[config.mk]
export PLATFORM = sky130hd
export DESIGN_NAME = lift_call_scheduler_flat
export DESIGN_NICKNAME = d
export VERILOG_FILES = /design/src/rtl/lift_pkg.sv /design/src/rtl/lift_call_scheduler_if.sv /design/src/rtl/lift_req_tracker.sv /design/src/rtl/lift_call_scheduler.sv /design/src/flat_wrapper.sv
export SDC_FILE = /design/constraint.sdc
export NUM_CORES = 1
export LEC_CHECK = 0
export BUFFER_PORTS_ARGS = -buffer_cell sky130_fd_sc_hd__buf_2
export CORE_MARGIN = 2
export CORE_UTILIZATION = 45
export CTS_CLUSTER_SIZE = 8
export DETAILED_ROUTE_END_ITERATION = 12
export GPL_TIMING_DRIVEN = 0
export PLACE_DENSITY_LB_ADDON = 0.25
export SYNTH_ARGS = -nofsm -noshare
export SYNTH_HDL_FRONTEND = slang
export SYNTH_SLANG_ARGS = --single-unit
[constraint.sdc]
create_clock -name clk -period 2.65 [get_ports clk]
set_clock_uncertainty 0.05 [all_clocks]
set_input_delay 0.53 -clock clk [delete_from_list [all_inputs] [get_ports clk]]
set_output_delay 0.53 -clock clk [all_outputs]
set_load 0.1 [all_outputs]
[src/rtl/lift_pkg.sv]
// Package shared by the lift call scheduler slice.
// Holds the FSM state type, default parameter values and a small width helper.
package lift_pkg;

  typedef enum logic [1:0] {
    IDLE = 2'd0,
    MOVE = 2'd1,
    DOOR = 2'd2
  } lift_state_e;

  localparam int N_FLOORS_DEF   = 8;
  localparam int FLOOR_W_DEF    = 3;
  localparam int HOME_FLOOR_DEF = 1;
  localparam int TRAVEL_CYC_DEF = 4;
  localparam int DOOR_CYC_DEF   = 3;

  // Counter width able to hold 0..cycles-1; never narrower than one bit.
  function automatic int cnt_width(input int cycles);
    return (cycles > 2) ? $clog2(cycles) : 1;
  endfunction

endpackage : lift_pkg

[src/rtl/lift_call_scheduler_if.sv]
// Button-side and status-side signals of the lift call scheduler.
//   hall_req / car_req : per-floor call inputs (level or pulse)
//   floor_o            : current car floor
//   dir_up_o           : 1 = travelling / last travelled up
//   moving_o           : car is between floors
//   door_open_o        : door is open
//   busy_o             : FSM not idle or calls pending
//   pending_o          : latched, not yet served calls
// master = button/display side, slave = scheduler.
interface lift_call_scheduler_if #(
  parameter int N_FLOORS = lift_pkg::N_FLOORS_DEF,
  parameter int FLOOR_W  = lift_pkg::FLOOR_W_DEF
);

  logic [N_FLOORS-1:0] hall_req;
  logic [N_FLOORS-1:0] car_req;
  logic [FLOOR_W-1:0]  floor_o;
  logic                dir_up_o;
  logic                moving_o;
  logic                door_open_o;
  logic                busy_o;
  logic [N_FLOORS-1:0] pending_o;

  modport master (
    output hall_req, car_req,
    input  floor_o, dir_up_o, moving_o, door_open_o, busy_o, pending_o
  );

  modport slave (
    input  hall_req, car_req,
    output floor_o, dir_up_o, moving_o, door_open_o, busy_o, pending_o
  );

endinterface : lift_call_scheduler_if

[src/rtl/lift_req_tracker.sv]
// Pending-call register for the lift scheduler.
// OR-latches hall and cabin calls, clears the bit of the current floor while
// the door is open (clear beats a simultaneous new call), and derives the
// here / above / below flags from the registered pending vector.
//   clk, rst   : clock, synchronous active-high reset
//   hall_req   : hall calls per floor
//   car_req    : cabin calls per floor
//   clr_en     : door open this cycle -> absorb call at floor_i
//   floor_i    : current car floor
//   pending_o  : registered pending calls
//   here_o     : call pending at floor_i
//   above_o    : call pending at a floor above floor_i
//   below_o    : call pending at a floor below floor_i
module lift_req_tracker #(
  parameter int N_FLOORS = lift_pkg::N_FLOORS_DEF,
  parameter int FLOOR_W  = lift_pkg::FLOOR_W_DEF
) (
  input  logic                clk,
  input  logic                rst,
  input  logic [N_FLOORS-1:0] hall_req,
  input  logic [N_FLOORS-1:0] car_req,
  input  logic                clr_en,
  input  logic [FLOOR_W-1:0]  floor_i,
  output logic [N_FLOORS-1:0] pending_o,
  output logic                here_o,
  output logic                above_o,
  output logic                below_o
);

  logic [N_FLOORS-1:0] pending_q;
  logic [N_FLOORS-1:0] pending_d;
  logic [N_FLOORS-1:0] clr;

  // NOTE: every variable assigned in always_comb gets a default first, so no
  // path leaves it unassigned and no latch is inferred.
  always_comb begin
    clr = '0;
    if (clr_en) clr[floor_i] = 1'b1;
    pending_d = (pending_q | hall_req | car_req) & ~clr;
  end

  // NOTE: this vector is reset because a reset must drop every call; it is
  // a handful of flops, not a memory array.
  // NOTE: sequential state uses non-blocking assignments so all flops update
  // together from pre-edge values.
  always_ff @(posedge clk) begin
    if (rst) pending_q <= '0;
    else     pending_q <= pending_d;
  end

  always_comb begin
    above_o = 1'b0;
    below_o = 1'b0;
    for (int i = 0; i < N_FLOORS; i++) begin
      if (pending_q[i] && (FLOOR_W'(i) > floor_i)) above_o = 1'b1;
      if (pending_q[i] && (FLOOR_W'(i) < floor_i)) below_o = 1'b1;
    end
  end

  assign here_o    = pending_q[floor_i];
  assign pending_o = pending_q;

endmodule : lift_req_tracker

[src/rtl/lift_call_scheduler.sv]
// Single-car lift scheduler (SCAN policy).
// Keeps travelling in the current direction while calls lie ahead, reverses
// otherwise, steps one floor every TRAVEL_CYC cycles and holds the door open
// for DOOR_CYC cycles at each served floor.
//   clk : clock, rising edge
//   rst : synchronous reset, active-high
//   bus : lift_call_scheduler_if.slave (call inputs, floor/status outputs)
module lift_call_scheduler
  import lift_pkg::*;
#(
  parameter int N_FLOORS   = N_FLOORS_DEF,
  parameter int FLOOR_W    = FLOOR_W_DEF,
  parameter int HOME_FLOOR = HOME_FLOOR_DEF,
  parameter int TRAVEL_CYC = TRAVEL_CYC_DEF,
  parameter int DOOR_CYC   = DOOR_CYC_DEF
) (
  input  logic                  clk,
  input  logic                  rst,
  lift_call_scheduler_if.slave  bus
);

  localparam int TRAVEL_W = cnt_width(TRAVEL_CYC);
  localparam int DOOR_W   = cnt_width(DOOR_CYC);

  localparam logic [TRAVEL_W-1:0] TRAVEL_LOAD = TRAVEL_W'(TRAVEL_CYC - 1);
  localparam logic [DOOR_W-1:0]   DOOR_LOAD   = DOOR_W'(DOOR_CYC - 1);

  lift_state_e         state_q,      state_d;
  logic [FLOOR_W-1:0]  floor_q,      floor_d;
  logic                dir_up_q,     dir_up_d;
  logic [TRAVEL_W-1:0] travel_cnt_q, travel_cnt_d;
  logic [DOOR_W-1:0]   door_cnt_q,   door_cnt_d;

  logic [N_FLOORS-1:0] pending;
  logic                here;
  logic                above;
  logic                below;
  logic                ahead;
  logic                behind;

  lift_req_tracker #(
    .N_FLOORS (N_FLOORS),
    .FLOOR_W  (FLOOR_W)
  ) u_req_tracker (
    .clk       (clk),
    .rst       (rst),
    .hall_req  (bus.hall_req),
    .car_req   (bus.car_req),
    .clr_en    (state_q == DOOR),
    .floor_i   (floor_q),
    .pending_o (pending),
    .here_o    (here),
    .above_o   (above),
    .below_o   (below)
  );

  // Calls relative to the current direction of travel.
  assign ahead  = dir_up_q ? above : below;
  assign behind = dir_up_q ? below : above;

  always_comb begin
    state_d      = state_q;
    floor_d      = floor_q;
    dir_up_d     = dir_up_q;
    travel_cnt_d = travel_cnt_q;
    door_cnt_d   = door_cnt_q;

    unique case (state_q)
      IDLE: begin
        if (here) begin
          state_d    = DOOR;
          door_cnt_d = DOOR_LOAD;
        end else if (above && (dir_up_q || !below)) begin
          state_d      = MOVE;
          dir_up_d     = 1'b1;
          travel_cnt_d = TRAVEL_LOAD;
        end else if (below) begin
          state_d      = MOVE;
          dir_up_d     = 1'b0;
          travel_cnt_d = TRAVEL_LOAD;
        end
      end

      MOVE: begin
        if (travel_cnt_q == '0) begin
          // A move is only ever started toward a pending call, and calls are
          // cleared only in DOOR, so the step stays inside 0..N_FLOORS-1.
          floor_d      = dir_up_q ? floor_q + FLOOR_W'(1) : floor_q - FLOOR_W'(1);
          travel_cnt_d = TRAVEL_LOAD;
          if (pending[floor_d]) begin
            state_d    = DOOR;
            door_cnt_d = DOOR_LOAD;
          end
        end else begin
          travel_cnt_d = travel_cnt_q - TRAVEL_W'(1);
        end
      end

      DOOR: begin
        // Timer is loaded once on entry; calls at this floor do not extend it.
        if (door_cnt_q == '0) begin
          if (ahead) begin
            state_d      = MOVE;
            travel_cnt_d = TRAVEL_LOAD;
          end else if (behind) begin
            state_d      = MOVE;
            dir_up_d     = ~dir_up_q;
            travel_cnt_d = TRAVEL_LOAD;
          end else begin
            state_d = IDLE;
          end
        end else begin
          door_cnt_d = door_cnt_q - DOOR_W'(1);
        end
      end

      default: state_d = IDLE;
    endcase
  end

  always_ff @(posedge clk) begin
    if (rst) begin
      state_q      <= IDLE;
      floor_q      <= FLOOR_W'(HOME_FLOOR);
      dir_up_q     <= 1'b1;
      travel_cnt_q <= '0;
      door_cnt_q   <= '0;
    end else begin
      state_q      <= state_d;
      floor_q      <= floor_d;
      dir_up_q     <= dir_up_d;
      travel_cnt_q <= travel_cnt_d;
      door_cnt_q   <= door_cnt_d;
    end
  end

  floor_in_range_a : assert property (
    @(posedge clk) disable iff (rst) int'(floor_q) < N_FLOORS
  );

  assign bus.floor_o     = floor_q;
  assign bus.dir_up_o    = dir_up_q;
  assign bus.moving_o    = (state_q == MOVE);
  assign bus.door_open_o = (state_q == DOOR);
  assign bus.busy_o      = (state_q != IDLE) || (|pending);
  assign bus.pending_o   = pending;

endmodule : lift_call_scheduler

[src/flat_wrapper.sv]
// flat-port wrapper written by rule: the top's interface ports become plain ports
module lift_call_scheduler_flat import lift_pkg::*;
#(
  parameter int N_FLOORS   = N_FLOORS_DEF,
  parameter int FLOOR_W    = FLOOR_W_DEF,
  parameter int HOME_FLOOR = HOME_FLOOR_DEF,
  parameter int TRAVEL_CYC = TRAVEL_CYC_DEF,
  parameter int DOOR_CYC   = DOOR_CYC_DEF
)
  (clk, rst, bus_hall_req, bus_car_req, bus_floor_o, bus_dir_up_o, bus_moving_o, bus_door_open_o, bus_busy_o, bus_pending_o);
  lift_call_scheduler_if #(.N_FLOORS(N_FLOORS), .FLOOR_W(FLOOR_W)) bus_i ();
  input  logic clk;
  input  logic rst;
  input wire logic [$bits(bus_i.hall_req)-1:0] bus_hall_req;
  input wire logic [$bits(bus_i.car_req)-1:0] bus_car_req;
  output wire logic [$bits(bus_i.floor_o)-1:0] bus_floor_o;
  output wire logic [$bits(bus_i.dir_up_o)-1:0] bus_dir_up_o;
  output wire logic [$bits(bus_i.moving_o)-1:0] bus_moving_o;
  output wire logic [$bits(bus_i.door_open_o)-1:0] bus_door_open_o;
  output wire logic [$bits(bus_i.busy_o)-1:0] bus_busy_o;
  output wire logic [$bits(bus_i.pending_o)-1:0] bus_pending_o;
  assign bus_i.hall_req = bus_hall_req;
  assign bus_i.car_req = bus_car_req;
  assign bus_floor_o = bus_i.floor_o;
  assign bus_dir_up_o = bus_i.dir_up_o;
  assign bus_moving_o = bus_i.moving_o;
  assign bus_door_open_o = bus_i.door_open_o;
  assign bus_busy_o = bus_i.busy_o;
  assign bus_pending_o = bus_i.pending_o;
  lift_call_scheduler #(.N_FLOORS(N_FLOORS), .FLOOR_W(FLOOR_W), .HOME_FLOOR(HOME_FLOOR), .TRAVEL_CYC(TRAVEL_CYC), .DOOR_CYC(DOOR_CYC)) u_core (.clk(clk), .rst(rst), .bus(bus_i));
endmodule
# ---- Word level (Yosys, flattened, before mapping)
# Index checks and enable logic that the tools add are counted.
dict set report op_classes {
  bitwise 5
  muxes 53
  magnitude_cmp 19
  addsub 4
  n_reduce_logical 33
  eq_ne 13
}
# operator count
set op_table {}
lappend op_table {{2-to-1 mux 2 bit} 16}
lappend op_table {{2-to-1 mux 1 bit} 28}
lappend op_table {{logical AND 1 bit} 18}
lappend op_table {{one-hot mux 2 bit (3 select lines)} 3}
lappend op_table {{OR 8 bit} 2}
lappend op_table {{> comparator 3 bit, first input constant} 4}
lappend op_table {{less-than comparator 3 bit, first input constant} 4}
lappend op_table {{inequality test 2 x 1 -> 1 bit, second input constant} 5}
lappend op_table {{AND reduction 5 bit} 2}
lappend op_table {{bitwise AND 8 bit} 1}
lappend op_table {{less-than comparator 3 x 4 -> 1 bit, second input constant} 2}
lappend op_table {{2-to-1 mux 8 bit} 1}
lappend op_table {{NOT 8 bit} 1}
lappend op_table {{OR reduction 8 bit} 1}
lappend op_table {{binary-select mux 1 bit (select 3 bit)} 2}
lappend op_table {{> comparator 1 x 3 -> 1 bit, first input constant} 2}
lappend op_table {{> comparator 2 x 3 -> 1 bit, first input constant} 2}
lappend op_table {{zero test 2 bit} 3}
lappend op_table {{less-than comparator 1 x 3 -> 1 bit, first input constant} 2}
lappend op_table {{less-than comparator 2 x 3 -> 1 bit, first input constant} 2}
lappend op_table {{inequality test 2 bit, second input constant} 3}
lappend op_table {{inequality test 3 x 1 -> 1 bit, second input constant} 2}
lappend op_table {{AND reduction 6 bit} 1}
lappend op_table {{inequality test 4 x 1 -> 1 bit, second input constant} 1}
lappend op_table {{16 further kinds} 19}
dict set report totals {
  elab_cells 133
  out_inout_bits 15
  reg_bits 18
}

# ---- Longest topological paths before layout
# Gate-level depths: netlist of run 1.
dict set report logic_depth {
  depth_word 16
  depth_mapped 9
  ltp_nobuf 8
}

# ---- Modules after synthesis
# Synthesis of run 1 repeated with hierarchy kept, for this count alone.
dict set report hier_totals {
  cells_unflattened 132
  hier_area_um2 1118.6
}
# mod n_inst cells_each seq_area_each_um2 area_per_inst_um2
set by_module_without_submodules {}
lappend by_module_without_submodules {lift_call_scheduler 1 70 200.2 630.6}
lappend by_module_without_submodules {lift_req_tracker 1 62 160.2 488.0}

# ---- Worst setup path before layout of run 1
# Ideal clock, no wire load.
dict set report synth_path {
  path_kind {register to register}
  from {reg u_core.floor_q[1] (netlist: u_core.bus.floor_o[1])}
  to {reg u_core.door_cnt_q[0]}
  stages_incl_launch_ff 10
  slack_ns -0.125
  path_buffers 1
  synth_period_minus_slack_ns 2.775
  arrival_ns 2.655
  path_cell_list {dfxtp_1 -> buf_4 -> inv_1 -> ha_1 -> xnor2_1 -> mux4_2 -> mux2i_1 -> nor2b_1 -> nand3b_1 -> a21oi_1}
}
dict set report synth_between {
  elab_chain_len 6
  elab_cells_between_ends 10
  classes_between {add/sub: 2; eq/ne: 2; mux: 5; reduce/logical: 1}
}
# element line
set synth_rtl {}
lappend synth_rtl {{start: declaration} lift_call_scheduler.sv:29} ;# logic [FLOOR_W-1:0] floor_q, floor_d;
lappend synth_rtl {{start signal: assignment} lift_call_scheduler.sv:124} ;# floor_q <= FLOOR_W'(HOME_FLOOR);
lappend synth_rtl {{start signal: assignment} lift_call_scheduler.sv:130} ;# floor_q <= floor_d;
lappend synth_rtl {{subtractor 3 x 1 -> 3 bit / adder 3 x 1 -> 3 bit (equally long branches)} lift_call_scheduler.sv:88} ;# floor_d = dir_up_q ? floor_q + FLOOR_W'(1) : floor_q - FLOOR_W'(1);
lappend synth_rtl {{2-to-1 mux 3 bit} lift_call_scheduler.sv:88}
lappend synth_rtl {{binary-select mux 1 bit (select 3 bit)} lift_call_scheduler.sv:90} ;# if (pending[floor_d]) begin
lappend synth_rtl {{2-to-1 mux 1 bit (not written as such)} lift_call_scheduler.sv:90}
lappend synth_rtl {{inequality test 2 x 1 -> 1 bit (no line)} -}
lappend synth_rtl {{AND reduction 5 bit (no line) *} -}
lappend synth_rtl {{end signal: assignment} lift_call_scheduler.sv:133} ;# door_cnt_q <= door_cnt_d;
lappend synth_rtl {{end: declaration} lift_call_scheduler.sv:32} ;# logic [DOOR_W-1:0] door_cnt_q, door_cnt_d;
# Mark *: on every way between the ends. The rest lies on a longest branch, timed or not. The select of a mux whose other input is x is not followed.
# A chain may end at the register's enable or synchronous reset.

# ---- Final worst setup path of run 1
# Same ends and word-level chain as after synthesis.

==> results.md, run 1 <==
- The flow ran to the end, and the final reports show no timing, DRC or antenna violations.
- The number of buffers added to fix hold violations after cts is 0.
- The normalized max-slew margin is 0.668.
- The sequential cell area fraction in the yosys report is 0.306.
- The number of setup buffers added after CTS is 0.
- Of all flip-flops after synthesis, the portion carrying an async set or reset was 0.
- For this design, the slowest cell found on the critical path is dfxtp_2.
- The number of flops mapped to enable cells by yosys is 0.
- The number of placed instances, taps included, is 198.
- The area of the multi-input gates is 709 sq um.
- The core footprint is 2480 sq um.
- The final weighted congestion in routability-driven placement is 0.851.
- By area the synthesized netlist is led by dfxtp_1, ha_1, nor3_1.
- The worst setup path category is flip-flop to flip-flop.
- The average cell area after synthesis is 8.58 sq um.
- The number of clock buffers added by TritonCTS is 3.
- Of all cell types, the one taking the most synthesized area is dfxtp_1.
- For the finished layout, the period the worst path requires is 2.31 ns.
- The number of cells on the worst reg-to-reg path is 9.
- The clock transition time at the flip-flop clock pins of the worst setup and hold paths is 0.11 ns.
- The layout cell share with drive strength beyond 1 is 0.262.
- Setup repair after global routing left no endpoint under its margin.
- The smallest setup slack after layout is 0.335 ns.
- The startpoint identified for the worst register-to-register timing path is u_core.bus.floor_o[1].
- The net count after synthesis is 161.
- Counting along the longest clock path gives a buffer depth of 2.
- The die is 55.1 um tall.
- The endpoint identified for the worst register-to-register timing path is u_core.door_cnt_q[0].
- Walking the worst path, the cells encountered are buf_4 -> inv_1 -> ha_1 -> xnor2_1 -> mux4_2 -> mux2i_1 -> nor2b_1 -> nand3b_1 -> a21oi_1.
- The overall fraction of global-route tracks in use is 0.233.
- The number of global-route vias before repair is 1123.
- The ratio of final minimum period to clock period is 0.873.
- The count of antenna-violating nets left after detailed routing is 0.
- After filler insertion, the fill cell instance count of the layout stands at 250.
- The full die area is 3040 sq um.
- The number of endpoints failing setup at the final stage is 0.
- The flip-flop and latch count after synthesis is 18.
- For the pin with the worst max-slew slack, the measured transition is 0.498 ns.
- The final layout contains routed wiring with a total length of 3.05 mm.
- The predominant post-synthesis flop cell is dfxtp_1.
- During synthesis, Yosys emitted a total of 0 warnings.
- Summing over every cut layer, the via total after detailed routing is 1172.
- The detail-routed via count per cell is 5.80.
- Of the post-synthesis cell area, the dominant cell type holds 0.306.
- The tree is rooted in a clkbuf_4.
- The routing layer with the top usage in global route is met2.
- The arrival time of the worst setup path is 2.50 ns.
- The synthesized netlist cell count is 137.
- TritonCTS built the clock tree.
- The met2 demand-to-capacity share in global routing is 0.395.
- Prior to clock tree synthesis, the placed netlist has a worst setup slack of 0.356 ns.
- The first-pass detailed-route iteration total is 4.
- The total DRC errors in the routed layout is 0.
- The register-to-register setup slack is 0.34 ns.
- Detailed placement finished with a half-perimeter wire length of 2.36 mm.
- The startpoint of the worst hold path is u_core.door_cnt_q[1].
- The largest net degree at the start of global routing is 11.
- The global-route congestion overflow total is 0.
- Counting instances, the worst hold path has a depth of 2.
- The final routed wire length divided by cell count is 15.1 um.
- STA classifies the critical path startpoint as a flip-flop.
- The worst endpoint required time is 2.84 ns.
- The completed layout was analyzed and its total power is 1450 uW.
- The number of rows in the core area is 18.
- The die is 55.1 um wide.
- The number of DRC markers in iteration 0 is 46.
- The kind of capture point of the worst setup path is a flip-flop.
- The most critical setup path has its startpoint at u_core.bus.floor_o[1].
- The number of instances resized during post-cts repair is 0.
- On the worst path, the slowest cell contributes a delay of 0.39 ns.
- The number of distinct standard cells referenced by the synthesized netlist is 44.
- The finished layout holds 202 standard cells, fillers aside.
- The maximum vdd ir drop is 0.544 mV.
- The peak clock frequency supported by timing is 0.432 GHz.
- The number of hold violations in the final report is 0.
- Input and output buffers added on the ports amount to 31.
- Setup total negative slack on the finished layout was measured at 0 ns.
- In this run the number of H-tree levels came out at 1.
- For this design the ratio of total power to cell area is 1030 nW/um^2.
- The number of maximum-capacitance violations is 0.
- The met3 capacity usage during global routing is 0.0323.
- The hold path endpoint is u_core.door_cnt_q[1].
- Along the worst path, the maximum fanout reaches 10.
- The antenna cell count is 0.
- The max-slew violation total from the final report is 0.
- The clock drives 18 sinks.
- Clock latency on the worst-skew pair, taken at its later pin, is 0.31 ns.
- The layout net count is 197.
- The global routing met1 resource utilization is 0.304.
- The initial antenna violation count is 0.
- The area growth from synthesis to layout is 19.7%.
- The sequential cell area is 363 sq um.
- The netlist area before placement is 1180 sq um.
- The type of the tightest min-delay check is flip-flop to flip-flop.
- The initial cell density of the core is 0.475.
- The count of boundary I/O pins is 33.
- The first global-routing pass estimated 5.02 mm of wire.
- The analysis attributes to cell leakage a power of 0.000613 uW.
cells in the final DEF, fill, tap and decap left out, types with 4 or more instances in the layout:
cell	count
nor2_1	12
nor2b_1	5
mux2i_1	5
o21ai_0	5
nand2_1	4
a211oi_1	5
inv_1	11
dfxtp_1	16
a21oi_1	7
buf_2	31
nor3_1	11
ha_1	6
cell usage after synthesis, types with 2 or more instances:
library cell	instances
nor2b_1	5
a211oi_1	5
o21ai_0	5
nor4_1	2
xnor2_1	3
nand4_1	2
mux2i_1	5
o22ai_1	2
buf_6	2
nand2b_1	3
a21oi_1	7
dfxtp_1	18
nand2_1	4
nor3_1	11
nor2_1	12
inv_1	11
nand3_1	3
ha_1	6
a311oi_1	3
a31oi_1	2
a221oi_1	2
clkbuf_1	2
through the flow:
stage	utilization	instance area [sq um]	hold slack (ns)
final	0.568	1410	0.442
after global routing	0.568	1410	0.475
after CTS	0.568	1410	0.447
after detailed placement	0.554	1370	0.430
after global placement	0.554	1370	0.419
after floorplan	-	1180	0.406
how the worst max path moves through the flow:
stage / endpoint / slack (ns)
6_report: u_core.door_cnt_q[0] / 0.34
5_1_grt: u_core.door_cnt_q[1] / 0.22
4_1_cts: u_core.door_cnt_q[0] / 0.33
3_5_place_dp: u_core.door_cnt_q[0] / 0.36
3_3_place_gp: u_core.door_cnt_q[0] / 0.37
2_1_floorplan: bus_busy_o / 0.14
kinds of logic (layout without fill, tap and decap cells):
logic type,after synthesis,in the layout,synth area share
and+or+nand+nor,46,46,0.202
AOI/OAI and AO/OA,37,37,0.223
buffers and inverters,19,54,0.0904
DFF,18,18,0.306
muxes,7,7,0.0840
adders and majority gates,6,6,0.0638
xor gates and xnor gates,4,4,0.0298
cell type report:
class / count / area share
well taps: 30 / 0.0267
clock buffers: 4 / 0.0258
flip-flops and latches: 18 / 0.258
repair buffers: 31 / 0.110
plain buffers: 7 / 0.0400
inverters: 12 / 0.0356
multi-input cells: 100 / 0.504
power by group:
part	internal (uW)	switching [uW]
sequential	333	61.4
combinational	282	597
clock	84.0	93.7
flip-flops by register name, summed over array words and instances, names as in the netlist:
register,count
u_core.u_req_tracker.pending_o,8
u_core.bus.floor_o,3
u_core.door_cnt_q,2
u_core.state_q,2
u_core.travel_cnt_q,2
u_core.bus.dir_up_o,1
critical path: cells and delay by family (launching register included):
family	cells	cell delay, ns
muxes	2	0.51
DFF	1	0.39
buffers and inverters	2	0.31
adders and majority gates	1	0.30
xor gates and xnor gates	1	0.27
and+or+nand+nor	2	0.26
AOI/OAI and AO/OA	1	0.15
per-layer routing:
| metal | part of all wire | wire length (um) |
|---|---|---|
| met1 | 0.43 | 1300 |
| met2 | 0.49 | 1500 |
| met3 | 0.069 | 209 |
| met4 | 0.012 | 36 |
| met5 | 0 | 0 |
No activity file was read; power rests on OpenSTA's default activity.
==> run 2: changes to the inputs <==
Settings changed: CORE_UTILIZATION 45 to 43.
==> run 2 against run 1 <==
Net effect:
- clock power about the same
- critical path depth unchanged
- wire length up 1.5%
- first-iteration DRC count up 28%
- flip-flop and latch count unchanged
- utilization down 1.5 points
==> results.md, run 2 (synthesis results as in run 1) <==
- During I/O placement, the number of pins put on the boundary was 33.
- For this design, the CTS-stage hold fixing added 0 buffers.
- The analysis attributes to cell leakage a power of 0.000613 uW.
- The met2 demand-to-capacity share in global routing is 0.351.
- The HPWL reported at the end of detailed placement is 2.35 mm.
- The routing layer with the top usage in global route is met2.
- The total overflow left after global routing is 0.
- The worst-case IR drop observed on VDD is 0.552 mV.
- The routed wire length is 3.09 mm.
- The chip height is 56.3 um.
- The slew at the pin closest to its max-slew limit is 0.490 ns.
- The number of filler instances in the final layout is 220.
- After routing, the total negative slack on setup checks comes to 0 ns.
- The layout-stage area growth over the synthesis result is 19.7%.
- STA classifies the critical path endpoint as a flip-flop.
- The switching portion of total power is 0.520.
- The critical path is of the flip-flop to flip-flop type.
- Using the TritonRoute via totals, the vias-per-cell ratio works out to 5.96.
- The buffer type at the clock tree root is clkbuf_4.
- The worst-case clock buffer depth is 2.
- The total via count after detailed routing is 1204.
- For this run, the number of standard cells in the final layout without fillers is 202.
- The smallest hold slack is 0.441 ns.
- The core footprint is 2540 sq um.
- Dividing the final minimum period by the clock period gives 0.892.
- The clock tree from TritonCTS is yes.
- Max-cap violations in this run came to 0.
- Leaving out fill and tap cells, the most frequent cells in the layout are buf_2, dfxtp_1, nor2_1.
- The number of antenna diodes in the final layout is 0.
- The flip-flop count of the largest register after layout is 8.
- The finished cells cover 1410 sq um.
- After detailed placement, the total cell area comes to 1370 sq um.
- The max-slew violation total from the final report is 0.
- Of all nets on the critical path, the largest fanout is 10.
- In the global route stage, overall resource usage came out at 0.208.
- The final routed wire length divided by cell count is 15.3 um.
- In the global route stage, met3 resource usage came out at 0.0253.
- Of the total power, registers draw 0.272.
- The area of the multi-input gates is 709 sq um.
- Routability-driven placement finished with a final weighted congestion of 0.828.
- For this design the total switching power over the nets is 759 uW.
- The die covers 3170 sq um.
- The part of the power in combinational logic is 0.603.
- The clock insertion delay at the later pin of the skew report is 0.31 ns.
- For this configuration, the core starts out at a cell density of 0.462.
- For this run, design rule violations remaining after detail routing come to 0.
- Derived from the worst setup path, the maximum achievable clock frequency is 0.423 GHz.
- The normalized max-slew margin is 0.674.
- The global-route wire length before repair is 5.24 mm.
- Subtracting the final worst setup slack from the clock period gives 2.36 ns.
- The arrival time of the worst setup path is 2.55 ns.
- The initial antenna violation count is 0.
- The power density of the placed cells is 1040 nW/um^2.
- The number of hold violations in the final report is 0.
- The post-placement cell count is 198.
- The count of buffers added by post-CTS timing repair for setup is 0.
- The largest net degree at the start of global routing is 11.
- In this run the remaining antenna-violating nets after routing total 0.
- Setup repair after global routing left no endpoint under its margin.
- Counting every sink on the clock net gives 18.
- The number of global-route vias before repair came to 1144.
- In this run the number of H-tree levels came out at 1.
- The clock transition time at the flip-flop clock pins of the worst setup and hold paths is 0.11 ns.
- The count of input and output buffers is 31.
- The most common cell after layout, fill and taps aside is buf_2.
- For this run, global-route usage on met1 was measured as 0.270.
- The sort of element at the start of the critical path is a flip-flop.
- The type of the tightest min-delay check is flip-flop to flip-flop.
- Data on the critical path is required at its endpoint by 2.84 ns.
- The number of rows in the core area is 18.
- Setup violations remaining at the end of the flow were counted as 0.
- The internal power of the cells totals 700 uW.
- The floorplan step set the die width to 56.3 um.
- The run finished with clean final reports.
- The detailed router finished its first iteration with 59 violations.
- The share of total power dissipated in the clock network is 0.124.
- The TritonCTS buffer count is 3.
- After the last flow step, the layout net total stands at 197.
- The number of instances resized during post-cts repair is 0.
- The layout cell share with drive strength beyond 1 is 0.262.
- The first-pass detailed-route iteration total is 6.
- The sequential cell area is 363 sq um.
==> run 2: cell counts in the layout (fill, tap and decap cells not counted) <==
No cell type changed its count.
==> run 2: worst max-delay path, cell delays in order, from the launching register on <==
cell and delay, ns:
dfxtp_2 0.39, buf_4 0.19, inv_1 0.12, ha_1 0.30
xnor2_1 0.29, mux4_1 0.35, mux2i_1 0.17, nor2b_1 0.11
nand3b_1 0.17, a21oi_1 0.15
==> run 2: final cells by class <==
| type | count | share of cell area |
|---|---|---|
| buffer | 7 | 0.0400 |
| clock buffer | 4 | 0.0258 |
| inverter | 12 | 0.0356 |
| multi-input combinational | 100 | 0.504 |
| sequential | 18 | 0.258 |
| tap | 30 | 0.0267 |
| timing repair buffer | 31 | 0.110 |
==> run 2: metrics by stage <==
step | util | setup WS [ns] | power (uW)
after CTS | 0.553 | 0.260 | 1460
after floorplan | - | 0.136 | 1120
after global placement | 0.539 | 0.364 | 1260
after detailed placement | 0.539 | 0.292 | 1280
final | 0.553 | 0.285 | 1460
after global routing | 0.553 | 0.147 | 1570
==> run 2: worst paths after layout <==
check | endpoint | startpoint | slack [ns] | depth (start not counted)
worst max-delay path | u_core.door_cnt_q[0] | u_core.bus.floor_o[1] | 0.29 | 9
worst min-delay path | u_core.travel_cnt_q[1] | u_core.travel_cnt_q[1] | 0.44 | 2
worst max register to register | u_core.door_cnt_q[0] | u_core.bus.floor_o[1] | 0.29 | 9
worst min register to register | u_core.travel_cnt_q[1] | u_core.travel_cnt_q[1] | 0.44 | 2
==> run 2: power by group through the flow <==
stage	Sequential, uW	Combinational (uW)	Clock (uW)
after detailed placement	401	879	0
after floorplan	562	558	0
after global placement	397	862	0
after global routing	409	959	200
after CTS	396	882	185
final	398	880	181
==> run 2: per-layer routing <==
layer  routed length [um]  share of wire
met4                   32          0.010
met3                  224          0.072
met2                 1480           0.48
met1                 1350           0.44
met5                    0              0
==> run 3: changes to the inputs <==
Settings changed: RECOVER_POWER set to 25.
==> run 3 against run 2 <==
Net effect:
- final cell count unchanged
- wire length down 0.13%
- design area did not move
- critical path depth is the same
- power rose by 0.10%
- via count fell by 1.2%
- clock-buffer cell count did not move
- largest cell class unchanged
- highest routed layer unchanged
==> results.md, run 3 (synthesis results as in run 1) <==
- The detail-routed via count per cell is 5.89.
- The TritonCTS buffer count is 3.
- The path class of the tightest hold or removal check is flip-flop to flip-flop.
- The number of hold violations in the final report came to 0.
- After the last flow step, the layout net total stands at 197.
- The slew at the pin closest to its max-slew limit is 0.491 ns.
- Of all nets on the critical path, the largest fanout is 10.
- The post-placement cell count is 198.
- Detailed placement finished with a half-perimeter wire length of 2.35 mm.
- After filler insertion, the fill cell instance count of the layout stands at 220.
- CTS saw 18 sinks.
- The minimum period implied by the final worst setup slack is 2.37 ns.
- The number of cells on the worst reg-to-reg path is 9.
- Of the available clock period, the critical path in the final layout requires 0.896.
- In the layout the commonest cells are buf_2, dfxtp_1, nor2_1.
- The worst register-to-register path begins at u_core.bus.floor_o[1].
- The worst-case clock buffer depth is 2.
- In the final routed layout, each cell accounts on average for 15.3 um.
- The max-slew violation total from the final report is 0.
- The floorplan step set the die width to 56.3 um.
- For this block, the routed nets add up to 3.09 mm of wire.
- The flip-flop count of the largest register after layout is 8.
- Entering global routing, the biggest net connects 11 pins.
- The largest single stage delay on the critical path is 0.39 ns.
- The run finished with clean final reports.
- The number of DRC markers in iteration 0 is 60.
- The worst pin sits at a relative slew slack of 0.673.
- The number of global-route vias before repair is 1144.
- The first-pass detailed-route iteration total is 5.
- The destination of the worst register-to-register timing path is u_core.door_cnt_q[0].
- The total overflow left after global routing is 0.
- The initial antenna violation count is 0.
- The number of instances resized during post-cts repair is 0.
- Following the worst setup path forward leads to its endpoint at u_core.door_cnt_q[0].
- The final core utilization is 0.553.
- The sort of element at the start of the critical path is a flip-flop.
- For this block, wires on met1 add up to 1.35 mm.
- During I/O placement, the number of pins put on the boundary was 33.
- The critical path goes through buf_4 -> inv_1 -> ha_1 -> xnor2_1 -> mux4_1 -> mux2i_1 -> nor2b_1 -> nand3b_1 -> a21oi_1.
- Hold is met by 0.441 ns.
- The critical path starts at u_core.bus.floor_o[1].
- The overall power of the completed layout is 1460 uW.
- For this run, the top clock speed supported by timing is 0.421 GHz.
- The wire length on met2 is 1.46 mm.
- The first global-routing pass estimated 5.24 mm of wire.
- STA puts the critical path data required time at 2.84 ns.
- The number of buffers added to fix hold violations after cts is 0.
- The buffer type at the clock tree root is clkbuf_4.
- The finished layout holds 202 standard cells, fillers aside.
- The clock tree from TritonCTS is yes.
- The register-to-register setup slack is 0.28 ns.
- The depth of the CTS H-tree is 1.
- Routed signal wires occupy layers up through met4.
- Setup violations remaining at the end of the flow were counted as 0.
- The antenna cell count is 0.
- The initial cell density of the core is 0.462.
- The critical-path cell with the highest stage delay is dfxtp_2.
- The clock insertion delay at the later pin of the skew report is 0.31 ns.
- Across the run, the number of max-cap violations was 0.
- Detailed routing placed a total of 244 um of wire on met3.
- Setup repair after global routing left no endpoint under its margin.
- In this run the vertical extent of the chip is 56.3 um.
- The count of antenna-violating nets left after detailed routing is 0.
- The analysis attributes to cell leakage a power of 0.000613 uW.
- The library cell used most frequently in the layout, excluding fill and tap cells, is buf_2.
- The core footprint is 2540 sq um.
- The overall fraction of global-route tracks in use is 0.208.
- The number of setup buffers added after CTS is 0.
- The kind of capture point of the worst setup path is a flip-flop.
- From synthesis to final layout, the design area changed by 19.7%.
- After clock tree synthesis, the clock-pin slew on the worst setup and hold paths is 0.11 ns.
- For this run, design rule violations remaining after detail routing come to 0.
- In the final layout, the share of cells above drive strength 1 is 0.262.
- The total via count after detailed routing is 1189.
- The count of input and output buffers is 31.
- After floorplanning, the core was divided into 18 placement rows.
- Across the VDD grid, the largest voltage drop is 0.552 mV.
- For the worst setup path, the data arrival time is 2.56 ns.
- The startpoint of the worst hold path is u_core.travel_cnt_q[1].
- The accumulated negative setup slack is 0 ns.
- The worst setup path category is flip-flop to flip-flop.
- The final weighted congestion in routability-driven placement is 0.828.
- The die covers 3170 sq um.
- The power density of the placed cells is 1040 nW/um^2.
-- run 3: power breakdown --
group / switching (uW) / leakage, uW / internal [uW]
sequential: 63.8 / 0.000150 / 333
combinational: 597 / 0.000443 / 283
clock: 99.8 / 0.0000210 / 83.9
-- run 3: per-layer routing --
metal,up-vias,track usage
met5,-,0
li1,580,-
met1,546,0.270
met4,0,0.0816
met3,5,0.0253
met2,58,0.351
-- run 3: worst min-delay path by stage --
stage                                   to  slack (ns)  depth (start not counted)
floorplan           u_core.travel_cnt_q[1]        0.41                          2
global route          u_core.door_cnt_q[1]        0.47                          2
finish              u_core.travel_cnt_q[1]        0.44                          2
detailed placement  u_core.travel_cnt_q[1]        0.43                          2
global placement    u_core.travel_cnt_q[1]        0.42                          2
CTS                 u_core.travel_cnt_q[1]        0.45                          2
-- run 3: area by class of cell --
class	count	area [sq um]	share of cell area
tap	30	37.5	0.0267
sequential	18	363	0.258
timing repair buffer	31	155	0.110
clock buffer	4	36.3	0.0258
multi-input combinational	100	709	0.504
buffer	7	56.3	0.0400
inverter	12	50.0	0.0356
-- run 3: worst max-delay path: cells and delay by family, from the launching register on --
kind                       cells  cell delay (ns)
muxes                          2             0.52
DFF                            1             0.39
buffers and inverters          2             0.31
adders and majority gates      1             0.30
xor gates and xnor gates       1             0.29
and+or+nand+nor                2             0.28
AOI/OAI and AO/OA              1             0.15
-- run 3: per-stage QoR --
step                      cell area [sq um]  setup WS (ns)
after global routing                   1410          0.147
after CTS                              1410          0.260
after global placement                 1370          0.364
final                                  1410          0.276
after floorplan                        1180          0.136
after detailed placement               1370          0.292
